### src/rtl/pwm_pkg.sv
// Shared definitions for the PWM sequence controller.
// Holds the state encoding, table field codes and timing constants.
package pwm_pkg;

  typedef enum logic [2:0] {
    S_IDLE,
    S_LOAD,
    S_RUN,
    S_GAP,
    S_STOP
  } state_e;

  typedef enum logic [1:0] {
    SEL_PULSE_W = 2'd0,
    SEL_GAP_W   = 2'd1,
    SEL_TIMES   = 2'd2,
    SEL_LEVEL   = 2'd3
  } cfg_sel_e;

  localparam int unsigned GAP_LEN    = 2;
  localparam int unsigned STOP_QUIET = 2;

  function automatic int idx_w(input int depth);
    return (depth > 1) ? $clog2(depth) : 1;
  endfunction

endpackage

### src/rtl/pwm_cfg_table.sv
// Sequence table: one register per field per entry.
// Single write port, asynchronous read of a whole entry.
module pwm_cfg_table
  import pwm_pkg::*;
#(
  parameter  int W     = 32,
  parameter  int DEPTH = 4,
  localparam int AW    = idx_w(DEPTH)
) (
  input  logic          clk_i,
  input  logic          rst_i,
  input  logic          we_i,
  input  logic [AW-1:0] addr_i,
  input  logic [1:0]    sel_i,
  input  logic [W-1:0]  wdata_i,
  input  logic [AW-1:0] raddr_i,
  output logic [W-1:0]  pulse_w_o,
  output logic [W-1:0]  gap_w_o,
  output logic [W-1:0]  times_o,
  output logic          level_o
);

  logic [W-1:0] pulse_w_q [DEPTH];
  logic [W-1:0] gap_w_q   [DEPTH];
  logic [W-1:0] times_q   [DEPTH];
  logic         level_q   [DEPTH];

  logic wr_ok;
  assign wr_ok = we_i && (32'(addr_i) < DEPTH);

  always_ff @(posedge clk_i or posedge rst_i) begin
    if (rst_i) begin
      for (int i = 0; i < DEPTH; i++) begin
        pulse_w_q[i] <= '0;
        gap_w_q[i]   <= '0;
        times_q[i]   <= '0;
        level_q[i]   <= 1'b0;
      end
    end else if (wr_ok) begin
      unique case (1'b1)
        sel_i == SEL_PULSE_W: pulse_w_q[addr_i] <= wdata_i;
        sel_i == SEL_GAP_W:   gap_w_q[addr_i]   <= wdata_i;
        sel_i == SEL_TIMES:   times_q[addr_i]   <= wdata_i;
        sel_i == SEL_LEVEL:   level_q[addr_i]   <= wdata_i[0];
      endcase
    end
  end

  assign pulse_w_o = pulse_w_q[raddr_i];
  assign gap_w_o   = gap_w_q[raddr_i];
  assign times_o   = times_q[raddr_i];
  assign level_o   = level_q[raddr_i];

endmodule

### src/rtl/pwm_seq_ctrl.sv
// Steps a pulse generator through a table of pulse configs,
// with fixed gaps between entries, optional looping and abort.
module pwm_seq_ctrl
  import pwm_pkg::*;
#(
  parameter  int _RAM_WIDTH = 32,
  parameter  int DEPTH      = 4,
  localparam int AW         = idx_w(DEPTH)
) (
  input  logic                  io_clk,
  input  logic                  io_rst,
  input  logic                  cfg_we,
  input  logic [AW-1:0]         cfg_addr,
  input  logic [1:0]            cfg_sel,
  input  logic [_RAM_WIDTH-1:0] cfg_wdata,
  input  logic                  start,
  input  logic                  stop,
  input  logic                  loop_en,
  input  logic [AW-1:0]         last_idx,
  output logic                  pwm_en,
  output logic                  pwm_default_level,
  output logic [_RAM_WIDTH-1:0] pwm_pulse_width,
  output logic [_RAM_WIDTH-1:0] pwm_unaccess_width,
  output logic [_RAM_WIDTH-1:0] pwm_pulse_times,
  input  logic                  pwm_pulse_valid,
  input  logic                  pwm_pulse_busy,
  output logic                  seq_busy,
  output logic                  seq_done,
  output logic                  seq_abort,
  output logic [AW-1:0]         cur_idx
);

  localparam int W = _RAM_WIDTH;
  localparam logic [1:0] GAP_LAST  = 2'(GAP_LEN - 1);
  localparam logic [1:0] QUIET_LAST = 2'(STOP_QUIET - 1);

  state_e        state_q, state_d;
  logic [AW-1:0] idx_q, idx_d;
  logic [1:0]    cnt_q, cnt_d;
  logic          done_q, done_d;
  logic          abort_q, abort_d;

  logic [W-1:0]  width_q, gap_q, times_q;
  logic          level_q;

  logic [W-1:0]  rd_width, rd_gap, rd_times;
  logic          rd_level;
  logic [AW-1:0] last_eff;

  pwm_cfg_table #(
    .W     (W),
    .DEPTH (DEPTH)
  ) u_table (
    .clk_i     (io_clk),
    .rst_i     (io_rst),
    .we_i      (cfg_we),
    .addr_i    (cfg_addr),
    .sel_i     (cfg_sel),
    .wdata_i   (cfg_wdata),
    .raddr_i   (idx_q),
    .pulse_w_o (rd_width),
    .gap_w_o   (rd_gap),
    .times_o   (rd_times),
    .level_o   (rd_level)
  );

  // An out-of-range final index behaves as the last real entry.
  assign last_eff = (32'(last_idx) >= DEPTH) ? AW'(DEPTH - 1) : last_idx;

  always_comb begin
    state_d = state_q;
    idx_d   = idx_q;
    cnt_d   = cnt_q;
    done_d  = 1'b0;
    abort_d = 1'b0;
    unique case (state_q)
      S_IDLE: begin
        if (start && !stop) begin
          idx_d   = '0;
          state_d = S_LOAD;
        end
      end
      S_LOAD: begin
        if (stop) begin
          cnt_d   = '0;
          state_d = S_STOP;
        end else if (rd_width == '0) begin
          done_d  = 1'b1;
          state_d = S_IDLE;
        end else begin
          state_d = S_RUN;
        end
      end
      S_RUN: begin
        if (stop) begin
          cnt_d   = '0;
          state_d = S_STOP;
        end else if (pwm_pulse_valid && times_q != '0) begin
          cnt_d   = '0;
          state_d = S_GAP;
        end
      end
      S_GAP: begin
        if (stop) begin
          cnt_d   = '0;
          state_d = S_STOP;
        end else if (cnt_q == GAP_LAST) begin
          if (idx_q != last_eff) begin
            idx_d   = idx_q + AW'(1);
            state_d = S_LOAD;
          end else if (loop_en) begin
            idx_d   = '0;
            state_d = S_LOAD;
          end else begin
            done_d  = 1'b1;
            state_d = S_IDLE;
          end
        end else begin
          cnt_d = cnt_q + 2'd1;
        end
      end
      S_STOP: begin
        // Wait for the generator to be quiet on consecutive cycles.
        if (pwm_pulse_busy) begin
          cnt_d = '0;
        end else if (cnt_q == QUIET_LAST) begin
          abort_d = 1'b1;
          state_d = S_IDLE;
        end else begin
          cnt_d = cnt_q + 2'd1;
        end
      end
      default: state_d = S_IDLE;
    endcase
  end

  always_ff @(posedge io_clk or posedge io_rst) begin
    if (io_rst) begin
      state_q <= S_IDLE;
      idx_q   <= '0;
      cnt_q   <= '0;
      done_q  <= 1'b0;
      abort_q <= 1'b0;
    end else begin
      state_q <= state_d;
      idx_q   <= idx_d;
      cnt_q   <= cnt_d;
      done_q  <= done_d;
      abort_q <= abort_d;
    end
  end

  always_ff @(posedge io_clk or posedge io_rst) begin
    if (io_rst) begin
      width_q <= '0;
      gap_q   <= '0;
      times_q <= '0;
      level_q <= 1'b0;
    end else if (state_q == S_LOAD) begin
      width_q <= rd_width;
      gap_q   <= rd_gap;
      times_q <= rd_times;
      level_q <= rd_level;
    end
  end

  assign pwm_en             = (state_q == S_RUN);
  assign pwm_default_level  = level_q;
  assign pwm_pulse_width    = width_q;
  assign pwm_unaccess_width = gap_q;
  assign pwm_pulse_times    = times_q;
  assign seq_busy           = (state_q != S_IDLE);
  assign seq_done           = done_q;
  assign seq_abort          = abort_q;
  assign cur_idx            = idx_q;

endmodule

### config.mk
export PLATFORM = sky130hd
export DESIGN_NAME = pwm_seq_ctrl
export DESIGN_NICKNAME = d
export VERILOG_FILES = /design/src/rtl/pwm_pkg.sv /design/src/rtl/pwm_cfg_table.sv /design/src/rtl/pwm_seq_ctrl.sv
export SDC_FILE = /design/constraint.sdc
export NUM_CORES = 1
export LEC_CHECK = 0
export ABC_AREA = 1
export BUFFER_PORTS_ARGS = -buffer_cell sky130_fd_sc_hd__buf_2
export CORE_MARGIN = 3
export CORE_UTILIZATION = 46
export DETAILED_ROUTE_END_ITERATION = 8
export HOLD_SLACK_MARGIN = 0.12
export PLACE_DENSITY_LB_ADDON = 0.15
export SETUP_SLACK_MARGIN = 0.2
export SKIP_CTS_REPAIR_TIMING = 1
export SLEW_MARGIN = 20
export SYNTH_ARGS = -nofsm -noshare
export SYNTH_HDL_FRONTEND = slang
export SYNTH_SLANG_ARGS = --single-unit
### constraint.sdc
create_clock -name io_clk -period 16.68 [get_ports io_clk]
set_input_delay 0.834 -clock io_clk [delete_from_list [all_inputs] [get_ports io_clk]]
set_output_delay 0.834 -clock io_clk [all_outputs]
set_load 0.1 [all_outputs]
### Word level (Yosys, flattened, before mapping)

Cells that the tools add are included.

| operators by class | value |
|---|---|
| add/sub/neg operators | 2 |
| magnitude comparators | 3 |
| equal/unequal tests | 18 |
| muxes and demuxes | 55 |
| bitwise operators | 2 |
| reduce and logical (&&, ||, !) cells | 18 |

Operators with widths:

| cell | count |
|---|---|
| 128-bit bitwise mux | 3 |
| 32-bit 2-to-1 mux | 7 |
| 32-bit binary-select mux with 2-bit select | 3 |
| 32-bit demux with 2-bit select | 1 |
| 32-bit logical NOT | 1 |
| 32-bit nonzero test | 1 |
| 2-bit 2-to-1 mux | 12 |
| 3-bit 2-to-1 mux | 8 |
| 3-bit case mux with 5 select lines | 1 |
| 1-bit 2-to-1 mux | 14 |
| 2-bit inequality test (second input constant) | 6 |
| 5-bit AND reduction | 2 |
| 2-bit case mux with 4 select lines | 1 |
| 2-bit AND reduction | 4 |
| 3-bit by 2-bit equality test with 1-bit output (second input constant) | 2 |
| 3-bit greater-or-equal comparator (second input constant) | 2 |
| 3-bit inequality test (second input constant) | 2 |
| 2-bit NOT with 3-bit output | 2 |
| 2-bit by 1-bit adder with 2-bit output (second input constant) | 2 |
| 4-bit bitwise mux | 1 |
| 2-bit by 1-bit equality test with 1-bit output (second input constant) | 2 |
| 2-bit equality test (second input constant) | 2 |
| 2-bit case mux with 2 select lines | 1 |
| 4-bit nonzero test | 1 |
| 15 further kinds | 17 |

| word-level totals | value |
|---|---|
| register bits after elaboration | 494 |
| input port bits | 46 |
| output and inout port bits | 103 |
| logic and storage cells | 123 |

### Depth between registers and ports, before layout

| logic depth | value |
|---|---|
| depth after elaboration | 8 |
| depth in mapped cells | 16 |

### Hierarchy

A second synthesis with hierarchy kept.

| second synthesis, totals | value |
|---|---|
| cells, all modules | 2,872 |
| area total of the unflattened synthesis | 23,636.4 um2 |

Modules (own cells, without submodules):

| module | instances | cells an instance | area an instance (um2) | seq. area each (um2) |
|---|---|---|---|---|
| pwm_cfg_table | 1 | 2,511 | 18,861.8 | 9,709.3 |
| pwm_seq_ctrl | 1 | 361 | 4,774.6 | 2,652.5 |

### Worst setup path after synthesis

OpenSTA, ideal clock, no wires.

| timing path | value |
|---|---|
| path kind | register to output |
| start | register state_q[2] |
| end | output port pwm_en |
| arrival | 2.562 ns |
| path slack | 13.284 ns |
| cell stages (with the launch flop) | 2 |
| cells stage by stage | dfrtp_1 > nor3_1 |

| on the way | value |
|---|---|
| word-level cells in the longest chain between the ends | 1 |

RTL lines:

| what | line | source |
|---|---|---|
| start, declared | pwm_seq_ctrl.sv:37 | `state_e state_q, state_d;` |
| start signal, assigned | pwm_seq_ctrl.sv:145 | `state_q <= state_d;` |
| 3-bit by 2-bit equality test with 1-bit output | pwm_seq_ctrl.sv:167 | `assign pwm_en = (state_q == S_RUN);` |
| end, declared | pwm_seq_ctrl.sv:20 | `output logic pwm_en,` |

Every way passes these cells.

### Worst setup path after layout

| timing path | value |
|---|---|
| start | register idx_q[0] (netlist: cur_idx[0]) |
| end | register state_q[1] |

| on the way | value |
|---|---|
| word-level cells in the longest chain between the ends | 8 |

RTL lines:

| what | line | source |
|---|---|---|
| start, declared | pwm_seq_ctrl.sv:38 | `logic [AW-1:0] idx_q, idx_d;` |
| start signal, assigned | pwm_seq_ctrl.sv:146 | `idx_q <= idx_d;` |
| 2-bit NOT with 3-bit output (not written as such) | pwm_cfg_table.sv:49 | `assign pulse_w_o = pulse_w_q[raddr_i];` |
| 32-bit binary-select mux with 2-bit select | pwm_cfg_table.sv:49 |  |
| 32-bit 2-to-1 mux (not written as such) (2 in a row) | pwm_cfg_table.sv:49 |  |
| 32-bit logical NOT | pwm_seq_ctrl.sv:87 | `end else if (rd_width == '0) begin` |
| 2-bit 2-to-1 mux | pwm_seq_ctrl.sv:87 |  |
| 3-bit 2-to-1 mux | pwm_seq_ctrl.sv:84 | `if (stop) begin` |
| 3-bit case mux with 5 select lines | pwm_seq_ctrl.sv:76 | `unique case (state_q)` |

Every way passes these cells. The select of a mux whose other input is x is not followed.
A chain may end at the register's enable or synchronous reset.

==> impl_results.rst <==
.. list-table::
   :header-rows: 1

   * - Metric
     - Value
   * - Run status
     - finished, final reports clean
   * - DIE AREA
     - 47800 sq um
   * - Maximum number of pins on one net before global-route repair
     - 170
   * - Root buf cell
     - sky130_fd_sc_hd__clkbuf_16
   * - Worst Hold Class
     - in -> async
   * - Post-route ant nets
     - 0
   * - Final slew viol count
     - 0
   * - Number of distinct standard cells referenced by the synthesized netlist
     - 23
   * - Share of final-layout standard cells stronger than drive strength 1
     - 10.6%
   * - Clock share of power
     - 25.0%
   * - Number of failing setup endpoints in the final timing report
     - 0
   * - Register-to-register setup slack
     - 13.23 ns
   * - Fin util
     - 52.8%
   * - First-pass GRT wire length
     - 91100 microns
   * - Combinational family with the most area after synthesis
     - simple AND/OR/NAND/NOR gates
   * - Final #Nets
     - 2516
   * - GR Util met1
     - 35.2%
   * - Worst max-slew margin expressed relative to the limit
     - 29.5%
   * - Least-Margin Pin Slew
     - 1.06 ns
   * - Clock tree from TritonCTS
     - yes
   * - Switching component of the power
     - 0.00202 W
   * - Post-synthesis simple-gate area fraction
     - 18.7%
   * - Num rows
     - 77
   * - Clock Skews
     - 0.0146 ns
   * - Unrepaired setup endpoints after global routing
     - no
   * - Cell-internal power
     - 0.00252 W
   * - CTS Buf Count
     - 52
   * - Aggregate routed wire length
     - 56300 microns
   * - Total of buffers placed on input and output ports
     - 148
   * - Worst Setup Start Kind
     - flop
   * - Sequential Power Share
     - 36.8%
   * - Io pins
     - 149
   * - Worst Path Max Fanout
     - 98
   * - Post-synthesis sequential element count
     - 494
   * - Clk pin slew, worst setup/hold paths
     - 0.06 ns
   * - Synth Cell Area
     - 20800 sq um
   * - Synth top area share
     - 59.4%
   * - Number of sinks on the clock net
     - 494
   * - Most instantiated flip-flop cell in the synthesis netlist
     - sky130_fd_sc_hd__dfrtp_1
   * - Number of DRC violations after detailed-routing iteration 0
     - 1592
   * - Clock latency on the worst-skew pair
     - 0.58 ns
   * - Post-Syn Nets
     - 2485
   * - CORE AREA
     - 44400 sq um
   * - GR met2 Demand/Resource
     - 37.8%
   * - Global-route met3 utilization
     - 3.50%
   * - Minimum clock period
     - 3.46 ns
   * - DR WL/cell
     - 18.2 microns
   * - Gate count after technology mapping
     - 2439
   * - Depth of the CTS H-tree
     - 2
   * - Chip width
     - 219 microns
   * - Mapped Avg Cell Area
     - 8.54 sq um
   * - Detailed-router iteration count before antenna repair
     - 5
   * - Y dimension of the die
     - 219 microns
   * - Final RePlAce weighted congestion
     - 0.803
   * - Crit path DAT
     - 3.98 ns
   * - Overall via count from detail_route
     - 16823
   * - Comb pwr share
     - 38.2%
   * - Achievable frequency
     - 289 MHz
   * - Largest vdd supply drop
     - 120 uV
   * - Count of flip-flops with a built-in enable after synthesis
     - 0
   * - Antenna violations before repair
     - 4
   * - Total global-route track usage
     - 24.0%
   * - Number of hold violations in the final report
     - 0
   * - Initial Util
     - 46.9%
   * - Async SR Flop Fraction
     - 100%
   * - Max-cap violations
     - 0
   * - Post-route setup TNS
     - 0 ns
   * - Area overhead of the layout relative to synthesis
     - 12.6%
   * - Hpwl dp
     - 34000 microns
   * - Switch share
     - 44.5%
   * - R2r endpoint
     - state_q[1]
   * - Synth Area in Compound Gates
     - 16.5%
   * - Smallest hold slack
     - 0.380 ns
   * - Post-synthesis mux area share
     - 0%
   * - Number of DRC violations after detailed routing
     - 0
   * - Most area-hungry cell type in the Yosys netlist
     - sky130_fd_sc_hd__dfrtp_1
   * - Total power after layout
     - 0.00455 W
   * - Logic depth of the worst register-to-register path
     - 14
   * - Startpoint of the lowest-slack register-to-register path
     - cur_idx[0]
   * - Layer with the highest usage
     - met2
   * - Vias/cell
     - 5.43
   * - CP Capture Type
     - flop
   * - Dominant cell by count in the synthesized netlist
     - sky130_fd_sc_hd__nand2_1
   * - Ratio of final minimum period to clock period
     - 20.7%
   * - Critical path class
     - reg -> reg
   * - Static Leak
     - 11.4 nW
   * - Portion of the post-synthesis area used by sequential elements
     - 59.4%
   * - GRT overflow
     - 0
   * - Maximum clock insertion buffer count
     - 3
   * - Biggest area contributors in the synthesized netlist
     - sky130_fd_sc_hd__dfrtp_1 59%, sky130_fd_sc_hd__nand2_1 14%, sky130_fd_sc_hd__o21ai_0 14%
   * - XOR/XNOR share of the synthesized area
     - 0.0841%
   * - YS warnings
     - 0
   * - Power density normalized to cell area
     - 194 nW/um^2
   * - Required time reported for the critical path endpoint
     - 17.20 ns
   * - Most instantiated cells after synthesis
     - 757 x sky130_fd_sc_hd__nand2_1, 562 x sky130_fd_sc_hd__o21ai_0, 494 x sky130_fd_sc_hd__dfrtp_1
   * - Number of global-route vias before repair
     - 16507
   * - Fraction of the mapped netlist area in adder cells
     - 0%
how the worst max path moves through the flow:
stage	from	to	slack [ns]	depth (start not counted)
finish	cur_idx[0]	state_q[1]	13.23	14
global route	cur_idx[0]	state_q[1]	12.98	14
CTS	cur_idx[0]	cur_idx[0]	13.24	2
detailed placement	io_rst	pwm_pulse_times[2]	13.23	4
global placement	io_rst	pwm_pulse_times[2]	13.27	4
floorplan	io_rst	cnt_q[0]	2.06	1
state kept, by name (all words and copies together) (netlist names), 2 cells and up:
signal              count
pwm_unaccess_width     32
u_table.pulse_w_q     128
state_q                 3
u_table.level_q         4
cnt_q                   2
u_table.times_q       128
pwm_pulse_width        32
u_table.gap_w_q       128
cur_idx                 2
pwm_pulse_times        32
critical path, stage by stage, from the launching register on:
cell,delay (ns)
sky130_fd_sc_hd__dfrtp_4,0.65
sky130_fd_sc_hd__inv_4,0.78
sky130_fd_sc_hd__buf_4,0.92
sky130_fd_sc_hd__nand2_1,0.13
sky130_fd_sc_hd__nand3_1,0.12
sky130_fd_sc_hd__nand2_1,0.08
sky130_fd_sc_hd__nand2_1,0.08
sky130_fd_sc_hd__nor2_1,0.05
sky130_fd_sc_hd__nand2_1,0.06
sky130_fd_sc_hd__nor2_1,0.04
sky130_fd_sc_hd__nand2_1,0.11
sky130_fd_sc_hd__nand2_1,0.06
sky130_fd_sc_hd__nand2_1,0.06
sky130_fd_sc_hd__nand2_1,0.05
sky130_fd_sc_hd__nand2_1,0.05
cell families after synthesis:
family,count (synthesis)
compound gates,667
xor+xnor,2
buf+inv,275
flops,494
simple gates,1001
power groups by stage:
stage | logic (W) | clock network (W) | registers [W]
2_1_floorplan | 0.000755 | 0 | 0.00230
3_3_place_gp | 0.00173 | 0 | 0.00168
3_5_place_dp | 0.00175 | 0 | 0.00169
4_1_cts | 0.00175 | 0.00116 | 0.00167
5_1_grt | 0.00190 | 0.00121 | 0.00171
6_report | 0.00174 | 0.00114 | 0.00167
layer usage:
layer  vias to the layer above  share of wire [%]
met2                       468                 45
met4                         6                2.1
met3                        84                5.7
li1                       8034                  -
met5                         -              0.050
met1                      8231                 47
area by class of cell:
cell class,instances,area [sq um]
multi-input combinational,1670,7420
clock buffer,79,1550
timing repair buffer,166,896
clock inverter,13,118
sequential,494,12400
tap,592,741
fill,4178,21000
antenna,1,2.50
inverter,86,334
placed cells by master (no fill, tap or decap):
cell / instances
sky130_fd_sc_hd__inv_2: 1
sky130_fd_sc_hd__o21ai_1: 21
sky130_fd_sc_hd__clkbuf_1: 13
sky130_fd_sc_hd__nand4_1: 9
sky130_fd_sc_hd__nor3_1: 3
sky130_fd_sc_hd__nand2_2: 2
sky130_fd_sc_hd__nor3_4: 1
sky130_fd_sc_hd__dfrtp_1: 492
sky130_fd_sc_hd__xnor2_1: 2
sky130_fd_sc_hd__buf_12: 1
sky130_fd_sc_hd__buf_2: 148
sky130_fd_sc_hd__dfrtp_4: 2
sky130_fd_sc_hd__bufinv_16: 2
sky130_fd_sc_hd__clkinv_2: 11
sky130_fd_sc_hd__o21ai_0: 562
sky130_fd_sc_hd__buf_4: 15
sky130_fd_sc_hd__nand3_2: 4
sky130_fd_sc_hd__nand2_4: 6
sky130_fd_sc_hd__nor3_2: 3
sky130_fd_sc_hd__a21o_1: 1
sky130_fd_sc_hd__o32ai_1: 1
sky130_fd_sc_hd__clkinvlp_4: 1
sky130_fd_sc_hd__a211oi_1: 1
sky130_fd_sc_hd__o22ai_1: 68
sky130_fd_sc_hd__diode_2: 1
sky130_fd_sc_hd__a21oi_1: 9
sky130_fd_sc_hd__nand2_1: 749
sky130_fd_sc_hd__inv_1: 82
sky130_fd_sc_hd__a31oi_1: 4
sky130_fd_sc_hd__clkbuf_8: 13
sky130_fd_sc_hd__nand3_1: 64
sky130_fd_sc_hd__nor2_1: 160
sky130_fd_sc_hd__inv_8: 1
sky130_fd_sc_hd__buf_6: 2
sky130_fd_sc_hd__inv_4: 1
sky130_fd_sc_hd__clkbuf_16: 53
stage by stage:
| stage | cell area (sq um) | worst slack (ns) | cells |
|---|---|---|---|
| floorplan | 20800 | 2.06 | 2439 |
| global placement | 21700 | 13.27 | 3008 |
| detailed placement | 21700 | 13.23 | 3008 |
| CTS | 23400 | 13.24 | 3100 |
| global route | 23400 | 12.98 | 3101 |
| finish | 23400 | 13.23 | 3101 |
Power figures use the tool's default switching activity.
